<file path="src/rtl/transfer_control_unit.sv">
`timescale 1ns/1ps
// Bus transfer sequencer: issues one-hot register load/drive strobes (plus a temp
// register) to perform a MOVE or a SWAP between registers sharing one bus.
module transfer_control_unit #(
  parameter int NUM_REGS = 4,
  parameter int SEL_W    = 2
) (
  input  logic                i_clk,
  input  logic                i_reset,
  input  logic                i_start,
  input  logic                i_op,
  input  logic [SEL_W-1:0]    i_src,
  input  logic [SEL_W-1:0]    i_dst,
  output logic [NUM_REGS-1:0] o_r_in,
  output logic [NUM_REGS-1:0] o_r_out,
  output logic                o_t_in,
  output logic                o_t_out,
  output logic                o_busy,
  output logic                o_done,
  output logic                o_err
);

  typedef enum logic [2:0] {
    S_IDLE,
    S_MV,
    S_SW1,
    S_SW2,
    S_SW3,
    S_DONE
  } state_t;

  localparam logic [SEL_W:0] LP_NUM = NUM_REGS[SEL_W:0];

  state_t             r_state;
  state_t             w_state_next;
  logic [SEL_W-1:0]   r_src;
  logic [SEL_W-1:0]   r_dst;
  logic               r_err;
  logic               w_range_err;
  logic [NUM_REGS-1:0] w_src_hot;
  logic [NUM_REGS-1:0] w_dst_hot;

  assign w_range_err = ({1'b0, i_src} >= LP_NUM) || ({1'b0, i_dst} >= LP_NUM);

  // Operands are captured only on an accepted start, so requests while busy
  // cannot disturb an operation in flight.
  always_ff @(posedge i_clk or posedge i_reset) begin
    if (i_reset) begin
      r_state <= S_IDLE;
      r_src   <= '0;
      r_dst   <= '0;
      r_err   <= 1'b0;
    end else begin
      r_state <= w_state_next;
      if (r_state == S_IDLE && i_start) begin
        r_src <= i_src;
        r_dst <= i_dst;
        r_err <= w_range_err;
      end
    end
  end

  always_comb begin
    w_state_next = r_state;
    case (r_state)
      S_IDLE: begin
        if (i_start) begin
          if (w_range_err || (i_src == i_dst)) w_state_next = S_DONE;
          else if (i_op)                        w_state_next = S_SW1;
          else                                  w_state_next = S_MV;
        end
      end
      S_MV:    w_state_next = S_DONE;
      S_SW1:   w_state_next = S_SW2;
      S_SW2:   w_state_next = S_SW3;
      S_SW3:   w_state_next = S_DONE;
      S_DONE:  w_state_next = S_IDLE;
      default: w_state_next = S_IDLE;
    endcase
  end

  genvar gi;
  generate
    for (gi = 0; gi < NUM_REGS; gi++) begin : g_hot
      assign w_src_hot[gi] = (r_src == SEL_W'(gi));
      assign w_dst_hot[gi] = (r_dst == SEL_W'(gi));
    end
  endgenerate

  // Strobe states are only entered with src != dst, so the bus rule holds by construction.
  always_comb begin
    o_r_in  = '0;
    o_r_out = '0;
    o_t_in  = 1'b0;
    o_t_out = 1'b0;
    o_done  = 1'b0;
    o_err   = 1'b0;
    o_busy  = (r_state != S_IDLE);
    case (r_state)
      S_MV: begin
        o_r_out = w_src_hot;
        o_r_in  = w_dst_hot;
      end
      S_SW1: begin
        o_r_out = w_src_hot;
        o_t_in  = 1'b1;
      end
      S_SW2: begin
        o_r_out = w_dst_hot;
        o_r_in  = w_src_hot;
      end
      S_SW3: begin
        o_t_out = 1'b1;
        o_r_in  = w_dst_hot;
      end
      S_DONE: begin
        o_done = 1'b1;
        o_err  = r_err;
      end
      default: ;
    endcase
  end

endmodule

</file>
<file path="config.mk">
export PLATFORM = sky130hd
export DESIGN_NAME = transfer_control_unit
export DESIGN_NICKNAME = d
export VERILOG_FILES = /design/src/rtl/transfer_control_unit.sv
export SDC_FILE = /design/constraint.sdc
export NUM_CORES = 1
export LEC_CHECK = 0
export CORE_AREA = 3 3 40 42
export CTS_BUF_LIST = sky130_fd_sc_hd__clkbuf_4 sky130_fd_sc_hd__clkbuf_8 sky130_fd_sc_hd__clkbuf_16
export DETAILED_ROUTE_END_ITERATION = 10
export DIE_AREA = 0 0 43 45
export HOLD_SLACK_MARGIN = 0.15
export PLACE_DENSITY_LB_ADDON = 0.25
export SYNTH_ARGS = -nofsm -noshare
export SYNTH_HDL_FRONTEND = slang
export SYNTH_SLANG_ARGS = --single-unit
</file>
<file path="constraint.sdc">
create_clock -name i_clk -period 2.75 [get_ports i_clk]
set_clock_uncertainty 0.05 [all_clocks]
set_input_delay 0.275 -clock i_clk [delete_from_list [all_inputs] [get_ports i_clk]]
set_output_delay 0.275 -clock i_clk [all_outputs]
set_load 0.02 [all_outputs]
</file>
==> metrics.txt <==
Final Hold Fails 0; Peak VDD IR 0.000484 V; top fanout value on the critical path 11; number of enable flip-flop cells after synthesis 0; DRC 0; Cell variety after synth 27; Post-CTS Repair Setup Buffers 0; synth warn 0; Tcrit/Tclk final 87.1%; max-cap viol count 0; Seq/Total Area, Yosys 31.8%; Worst Path Required 2.42 ns; die width 43 um; P&R area growth vs syn 35.9%; CTS H-tree depth 1; Min Clock Period, post-route 2.40 ns; Filler cells 129; Detailed Routing Iterations Pass 1 4; total die area 1940 um^2; vias in the first global route 476; f_max 417 MHz; Critical Path AT 2.07 ns; Syn Inst Count 56; Setup crit end kind primary output; Clock Path Buffers 2; filler-free cell count of the finished design 90; Critical Path Start Type flop; Via density ~5.4; PortBufs 19; Mapped Area ~550 um^2; outcome finished clean; die height 45 um; core area 1280 um^2; final net count 84; Clock transition at path regs 0.06 ns; initial antenna violation count 0; FF+latch area 175 um^2; fraction of registers with async set/reset 100%; Initial Util between 40% and 50%; CTS Root Buffer Type clkbuf_4; Hold WC Path Type input pin to async pin; Top FF cell, synth dfrtp_1; RSZ-0062 raised after global routing false; GRT Util Overall 14.0%; GRT overflow 0; final core occ 58.2%; GP Congestion 0.694; Yosys reg bits 7; CTS tree done; Post-Syn Nets 64; fraction of layout cells with a size suffix above 1 13.3%; Cells after DPL 86; wire length per cell ~13 um; CTS Hold Bufs 0; first-pass GRT wire length 1.97 mm; clk_lat worst skew 0.26 ns; critical path type flop to primary output; Slew Viols, Final 0; largest net degree at the start of global routing 12; final WL between 1 and 1.5 mm; CTS sink count 7; Multi-input gate area 327 um^2; CTS buffer count 3; commonest cells after routing, fill and taps aside clkdlybuf4s50_1 (19), nand2b_1 (7), dfrtp_1 (7); ant diodes 0; post-route setup TNS 0 ns; PwrDens 1150 nW/um^2; P_leak 0.308 nW; Final HPWL DP ~910 um; commonest non-fill, non-tap cell in the layout clkdlybuf4s50_1; Routed Antenna Nets 0; IO Pins 21; initial drt markers 14; final setup violation count 0; vias roughly 480; number of gates resized after cts 0; average size of a mapped cell about 9.8 um^2; Cell Rows 13
==> sequential cells by signal, indices dropped and copies added, names as in the netlist <==
signal / flops
r_dst: 2
r_src: 2
r_state: 3
==> where the power goes <==
group | switching [W] | leakage (nW) | internal (W) | total (W)
combinational | 0.000240 | 0.205 | 0.000262 | 0.000502
clock | 0.0000411 | 0.0184 | 0.0000654 | 0.000107
sequential | 0.000101 | 0.0843 | 0.000151 | 0.000253
==> final timing paths <==
| kind | startpoint | to | depth (start not counted) | slack (ns) |
|---|---|---|---|---|
| max in group asynchronous | i_reset | r_dst[1] | 2 | 2.22 |
| worst min-delay path | i_reset | r_state[1] | 2 | 0.21 |
| worst max register to register | r_state[1] | r_dst[0] | 3 | 1.29 |
| min in group i_clk | r_src[1] | r_src[1] | 1 | 0.54 |
| worst max-delay path | r_state[0] | o_r_in[0] | 4 | 0.35 |
| worst min register to register | r_src[1] | r_src[1] | 1 | 0.54 |
==> area by class of cell <==
type / count / area share [%]
Multi-Input combinational cell: 43 / 43.6
Timing Repair Buffer: 19 / 25.4
Sequential cell: 7 / 23.4
Clock buffer: 4 / 4.01
Tap cell: 15 / 2.51
Inverter: 2 / 1.00
==> stage by stage <==
| step | total power (W) | cell area [um^2] | hold WS, ns | worst slack, ns |
|---|---|---|---|---|
| final | 0.000861 | 748 | 0.208 | 0.354 |
| after global routing | 0.000931 | 748 | 0.213 | 0.236 |
| after CTS | 0.000871 | 748 | 0.211 | 0.348 |
| after detailed placement | 0.000758 | 718 | 0.482 | 0.626 |
| after global placement | 0.000748 | 718 | 0.475 | 0.638 |
| after floorplan | 0.000597 | 551 | 0.0284 | 1.09 |
==> cells by family after synthesis <==
| group | after synthesis | synth area share (%) |
|---|---|---|
| mux | 4 | 8.18 |
| buf+inv | 6 | 8.86 |
| other cells | 1 | 0.681 |
| compound gates | 15 | 19.5 |
| xor+xnor | 3 | 4.77 |
| flops | 7 | 31.8 |
| simple gates | 20 | 26.1 |
==> critical path, cell delays in order, from the launching register on <==
cell	delay [ns]
dfrtp_1	0.60
nand3b_4	0.16
or3_1	0.35
o31ai_2	0.07
clkdlybuf4s50_1	0.64
==> cells in the mapped netlist (2+ instances only) <==
library cell	instances	area share [%]
or3_1	2	2.3
mux2_1	3	6.1
o31ai_1	2	2.7
dfrtp_1	7	32
nand2_1	4	2.7
a31oi_1	2	2.3
xnor2_1	2	3.2
buf_6	3	6.1
inv_1	2	1.4
o22ai_1	6	6.8
nand2b_1	7	8.0
==> metal layers <==
layer,vias up,wire [um],track usage (%)
li1,243,-,-
met1,227,507,15.1
met2,13,625,24.6
met3,0,65,7.17
met4,0,0,3.61
met5,-,0,0
(Power assumes the default switching activity.)
